<file path="config.mk">
export PLATFORM = sky130hd
export DESIGN_NAME = apb_irq_controller
export DESIGN_NICKNAME = d
export VERILOG_FILES = /design/src/rtl/irq_ctrl_pkg.sv /design/src/rtl/irq_prio_enc.sv /design/src/rtl/apb_irq_controller.sv
export SDC_FILE = /design/constraint.sdc
export NUM_CORES = 1
export LEC_CHECK = 0
export ABC_AREA = 0
export BUFFER_PORTS_ARGS = -buffer_cell sky130_fd_sc_hd__buf_2
export CAP_MARGIN = 25
export CORE_ASPECT_RATIO = 0.8
export CORE_MARGIN = 2
export CORE_UTILIZATION = 40
export CTS_CLUSTER_SIZE = 40
export DETAILED_ROUTE_END_ITERATION = 10
export PLACE_DENSITY = 0.63
export SETUP_SLACK_MARGIN = 0.3
export SLEW_MARGIN = 20
export SYNTH_ARGS = -nofsm -noshare
export SYNTH_HDL_FRONTEND = slang
export SYNTH_SLANG_ARGS = --single-unit
</file>
<file path="constraint.sdc">
create_clock -name HCLK -period 6 [get_ports HCLK]
set_input_delay 0.9 -clock HCLK [delete_from_list [all_inputs] [get_ports HCLK]]
set_output_delay 0.9 -clock HCLK [all_outputs]
set_load 0.005 [all_outputs]
</file>
<file path="src/rtl/irq_ctrl_pkg.sv">
// Shared register map and mode encoding for the APB interrupt/event controller.
package irq_ctrl_pkg;

    // Word offsets, as seen on PADDR[5:2]
    localparam logic [3:0] REG_MASK    = 4'h0;
    localparam logic [3:0] REG_PENDING = 4'h1;
    localparam logic [3:0] REG_SET     = 4'h2;
    localparam logic [3:0] REG_CLEAR   = 4'h3;
    localparam logic [3:0] REG_MODE    = 4'h4;
    localparam logic [3:0] REG_ID      = 4'h5;
    localparam int unsigned NUM_REGS   = 6;

    typedef enum logic {
        MODE_LEVEL = 1'b0,
        MODE_EDGE  = 1'b1
    } irq_mode_e;

endpackage

</file>
<file path="src/rtl/irq_prio_enc.sv">
// Lowest-index-first priority encoder returning {valid, id}.
module irq_prio_enc #(
    parameter int N   = 32,
    parameter int IDW = 5
) (
    input  logic [N-1:0]   vec_i,
    output logic           valid_o,
    output logic [IDW-1:0] id_o
);

    always_comb begin
        valid_o = |vec_i;
        id_o    = '0;
        for (int i = N - 1; i >= 0; i--) begin
            if (vec_i[i]) id_o = IDW'(i);
        end
    end

endmodule

</file>
<file path="src/rtl/apb_irq_controller.sv">
// APB interrupt/event controller: per-line edge/level capture, mask, SW set/clear, lowest-index arbitration.
// Define IRQ_INPUT_SYNC_EN to pass line_i through a 2-flop synchronizer before capture.
module apb_irq_controller #(
    parameter int APB_ADDR_WIDTH = 12,
    parameter int NUM_LINES      = 32,
    parameter int ID_WIDTH       = 5
) (
    input  logic                      HCLK,
    input  logic                      HRESET,
    input  logic [APB_ADDR_WIDTH-1:0] PADDR,
    input  logic [31:0]               PWDATA,
    input  logic                      PWRITE,
    input  logic                      PSEL,
    input  logic                      PENABLE,
    output logic [31:0]               PRDATA,
    output logic                      PREADY,
    output logic                      PSLVERR,
    input  logic [NUM_LINES-1:0]      line_i,
    output logic                      irq_req_o,
    output logic [ID_WIDTH-1:0]       irq_id_o,
    input  logic                      irq_ack_i,
    input  logic [ID_WIDTH-1:0]       irq_ack_id_i,
    output logic                      any_pending_o
);
    import irq_ctrl_pkg::*;

    localparam int OFF_W = (APB_ADDR_WIDTH < 12) ? APB_ADDR_WIDTH : 12;

    logic [NUM_LINES-1:0] pend_q, pend_d, mask_q, mask_d, mode_q, mode_d;
    logic [NUM_LINES-1:0] line_q, line_d;
    logic                 irq_req_q, irq_req_d;
    logic [ID_WIDTH-1:0]  irq_id_q, irq_id_d;

    logic [NUM_LINES-1:0] line_s, rise, hw_set, ack_vec, set_sw, clr_sw, masked, wr_data;
    logic [9:0]           word_off;
    logic [3:0]           reg_sel;
    logic                 acc_err, wr_en, enc_valid;
    logic [ID_WIDTH-1:0]  enc_id;
    logic [31:0]          rdata;
    logic                 unused_bits;

    assign unused_bits = ^{PADDR, PWDATA};

`ifdef IRQ_INPUT_SYNC_EN
    logic [NUM_LINES-1:0] sync1_q, sync1_d, sync2_q, sync2_d;

    always_comb begin
        sync1_d = line_i;
        sync2_d = sync1_q;
    end

    always_ff @(posedge HCLK or posedge HRESET) begin
        if (HRESET) begin
            sync1_q <= '0;
            sync2_q <= '0;
        end else begin
            sync1_q <= sync1_d;
            sync2_q <= sync2_d;
        end
    end

    assign line_s = sync2_q;
`else
    assign line_s = line_i;
`endif

    // Offset is checked across the whole 4KB window so aliases of the map raise an error
    always_comb begin
        word_off              = '0;
        word_off[OFF_W-3:0]   = PADDR[OFF_W-1:2];
        reg_sel               = word_off[3:0];
        acc_err               = (word_off >= 10'(NUM_REGS));
        wr_en                 = PSEL & PENABLE & PWRITE & ~acc_err;
        wr_data               = PWDATA[NUM_LINES-1:0];
    end

    always_comb begin
        rise    = line_s & ~line_q;
        hw_set  = '0;
        ack_vec = '0;
        for (int i = 0; i < NUM_LINES; i++) begin
            hw_set[i]  = (irq_mode_e'(mode_q[i]) == MODE_EDGE) ? rise[i] : line_s[i];
            ack_vec[i] = irq_ack_i && (irq_ack_id_i == ID_WIDTH'(i));
        end
        set_sw = (wr_en && reg_sel == REG_SET)   ? wr_data : '0;
        clr_sw = (wr_en && reg_sel == REG_CLEAR) ? wr_data : '0;

        // Set wins over clear so a same-cycle event is never lost
        pend_d = hw_set | set_sw | (pend_q & ~(clr_sw | ack_vec));
        mask_d = (wr_en && reg_sel == REG_MASK) ? wr_data : mask_q;
        mode_d = (wr_en && reg_sel == REG_MODE) ? wr_data : mode_q;
        line_d = line_s;

        masked    = pend_q & mask_q;
        irq_req_d = enc_valid;
        irq_id_d  = enc_valid ? enc_id : irq_id_q;
    end

    irq_prio_enc #(
        .N   (NUM_LINES),
        .IDW (ID_WIDTH)
    ) u_prio_enc (
        .vec_i   (masked),
        .valid_o (enc_valid),
        .id_o    (enc_id)
    );

    always_ff @(posedge HCLK or posedge HRESET) begin
        if (HRESET) begin
            pend_q    <= '0;
            mask_q    <= '0;
            mode_q    <= '0;
            line_q    <= '0;
            irq_req_q <= 1'b0;
            irq_id_q  <= '0;
        end else begin
            pend_q    <= pend_d;
            mask_q    <= mask_d;
            mode_q    <= mode_d;
            line_q    <= line_d;
            irq_req_q <= irq_req_d;
            irq_id_q  <= irq_id_d;
        end
    end

    always_comb begin
        rdata = '0;
        case (reg_sel)
            REG_MASK:    rdata[NUM_LINES-1:0] = mask_q;
            REG_PENDING: rdata[NUM_LINES-1:0] = pend_q;
            REG_MODE:    rdata[NUM_LINES-1:0] = mode_q;
            REG_ID: begin
                rdata[ID_WIDTH-1:0] = irq_id_q;
                rdata[31]           = irq_req_q;
            end
            default:     rdata = '0;
        endcase
    end

    assign PRDATA        = (PSEL && !acc_err) ? rdata : '0;
    assign PREADY        = 1'b1;
    assign PSLVERR       = PSEL & PENABLE & acc_err;
    assign irq_req_o     = irq_req_q;
    assign irq_id_o      = irq_id_q;
    assign any_pending_o = |masked;

endmodule
</file>
==> flow_metrics.tcl <==
set metrics [dict create \
    critPathLaunchType "primary input" \
    cts-root-buf "clkbuf_16" \
    grt.overflow.total 0 \
    numCtsBuffers 17 \
    worst_path_max_delay_cell "or4_1" \
    clk_path_buf_depth 2 \
    setup_viol 0 \
    drt_iter0_markers 489 \
    synth_top_area_cell "dfrtp_1" \
    dpl.hpwl_um 12810 \
    post-route-util_pct 49.60 \
    yosysWarnings 0 \
    vias 5558 \
    cts_htree_levels 4 \
    diodes 0 \
    start_util_pct 41.05 \
    grt.total_usage_pct 22.42 \
    worstPathArrival_ns 2.98 \
    crit_type "primary input to output port" \
    num_rows 41 \
    layout-drive-gt1-share_pct 32.21 \
    die_h_um 117.9 \
    skew_ns 0.01528 \
    syn-instance-count 610 \
    p_leak_nw 3.468 \
    cts_tree "done" \
    worstSetupEndpointType "output port" \
    pin_count 128 \
    slowest_delay_ns 0.55 \
    hold_viol_final 0 \
    async_flop_share_pct 100.0 \
    synth-seq-cells 134 \
    num-nets-final 815 \
    synth_top_area_share_pct 51.70 \
    hold_path_depth 1 \
    drv_cap 0 \
    rsz0062_at_grt "no" \
    slew_violations 0 \
    die_area_um2 17260 \
    gp_congestion 0.8469 \
    worstMarginPinSlew_ns 1.032 \
    io_buffers 124 \
    cts.sinks 134 \
    grt_pass1_wl_um 30230 \
    areaGrowthSynthToFinish_pct 20.83 \
    irDropWorstVdd_mv 0.1742 \
    antenna_left 0 \
    finalCriticalPeriod_ns 3.875 \
    power_density_nw_per_um2 265.6 \
    synth_nets 697 \
    synth_edf_count 0 \
    min_path_type "flop to flop" \
    grt_pass1_vias 5540 \
    cts_setup_buffers 0 \
    tns_ns 0 \
    synthTopCellsByCount "dfrtp_1, mux2_2, a21oi_1" \
    outcome "complete, no violations" \
    crit_chain "buf_2 -> or4_1 -> a211oi_1 -> nand2_1 -> buf_4 -> or3_1 -> a211oi_1 -> buf_2" \
    path_max_fanout 27 \
    ff2ff_path_depth 6 \
    synth_seq_area_share_pct 51.70 \
    yosys.cell_count.top_type "dfrtp_1" \
    via_per_inst 5.826 \
    cts_hold_buf 0 \
    cp.required_ns 5.10 \
    hold_ws_ns 0.5180 \
    fin_crit_sh_pct 64.59 \
    core-area_um2 15800 \
    clk_pin_slew_ns 0.05 \
    antenna_found_initial 0 \
    clk_latency_ns 0.42 \
    synth.avg_cell_area_um2 10.63 \
    synthesis.area_um2 6486 \
    drt_wl_total_um 18900 \
    max_freq_mhz 258.1 \
    cts_resized 0 \
    slew_headroom_pct 31.19 \
    nFillCells 1512 \
    yosys.cell_types.count 46 \
    detail_route.drc_violations 0 \
    firstDrtPassIters 5 \
    synth_area_leaders "dfrtp_1, mux2_2, a221o_1" \
    wire_per_inst_um 19.81 \
    ys.flop_type "dfrtp_1" \
    die_w_um 146.4 \
    grt_max_degree 71 \
]
## worst paths after layout
check,start,end,slack (ns)
hold reg to reg,mode_q[30],mode_q[30],0.52
setup reg to reg,pend_q[1],irq_id_o[1],3.96
setup / recovery,PADDR[11],PRDATA[1],2.12
hold / removal,mode_q[30],mode_q[30],0.52
min in group asynchronous,HRESET,mode_q[23],0.67
max in group asynchronous,HRESET,pend_q[19],3.96
## cell families after synthesis
| kind of cell | synth area share [%] |
|---|---|
| AO/OA/AOI/OAI | 21.57 |
| buffers and inverters | 2.836 |
| flip-flops | 51.70 |
| multiplexers | 13.35 |
| other | 0.05781 |
| AND/OR/NAND/NOR | 10.49 |
## worst max-delay path, delay by kind of cell
kind | cells | cell delay, ns
buf+inv | 3 | 0.49
simple gates | 3 | 1.08
compound gates | 2 | 0.50
## routing by layer
layer,vias up,GRT usage [%],share of wire (%)
met3,14,6.202,8.5
met2,243,32.58,43
li1,2515,-,-
met1,2786,33.19,48
met4,0,5.340,0.85
met5,-,0,0
## metrics by stage
stage | std cells | power [mW] | worst slack (ns) | cell area [µm²]
finish | 954 | 2.082 | 2.125 | 7838
global route | 954 | 2.158 | 1.955 | 7838
CTS | 954 | 2.098 | 2.115 | 7838
detailed placement | 924 | 1.126 | 1.804 | 7293
global placement | 924 | 1.121 | 1.886 | 7293
floorplan | 610 | 1.032 | 1.517 | 6486
## flip-flops by register name, indices dropped and copies added, names as in the netlist
register	cells
line_q	32
mask_q	32
mode_q	32
pend_q	32
irq_id_o	5
irq_req_o	1
## power breakdown
part           total (mW)  switching, mW  internal, mW  leakage, nW
Sequential          0.957         0.0252         0.932         1.63
Clock               0.970          0.363         0.607        0.270
Combinational       0.154         0.0937        0.0606         1.57
Total                2.08          0.482          1.60         3.47
## layout by cell type, fill, tap and decap left out, types with 2 or more instances in the layout
| cell type | n |
|---|---|
| nand4_1 | 2 |
| clkbuf_8 | 4 |
| or3_1 | 3 |
| a22oi_1 | 42 |
| nand2b_1 | 3 |
| o211ai_1 | 3 |
| inv_1 | 3 |
| mux2_1 | 2 |
| nor2b_1 | 6 |
| clkbuf_16 | 17 |
| nor3_2 | 2 |
| dfrtp_1 | 134 |
| a211oi_1 | 2 |
| mux2_4 | 3 |
| a2111oi_0 | 2 |
| a32oi_1 | 2 |
| a221o_1 | 32 |
| a31oi_1 | 2 |
| nor2_1 | 62 |
| nand2_1 | 62 |
| and2_1 | 2 |
| clkinv_2 | 3 |
| buf_2 | 124 |
| a32o_1 | 5 |
| o21ai_0 | 34 |
| mux2_2 | 70 |
| buf_4 | 8 |
| a21oi_1 | 63 |
| a22o_1 | 7 |
| nand3_1 | 9 |
| a221oi_1 | 2 |
| clkbuf_1 | 5 |
## final cells by class
| type | instances | area (µm²) | share of cell area [%] |
|---|---|---|---|
| flip-flops and latches | 134 | 3353 | 42.78 |
| multi-input cells | 439 | 2973 | 37.93 |
| repair buffers | 132 | 680.7 | 8.685 |
| clock buffers | 26 | 499.2 | 6.370 |
| well taps | 215 | 269.0 | 3.432 |
| clock inverters | 4 | 45.04 | 0.5747 |
| inverters | 4 | 17.52 | 0.2235 |
(Power assumes the default switching activity.)
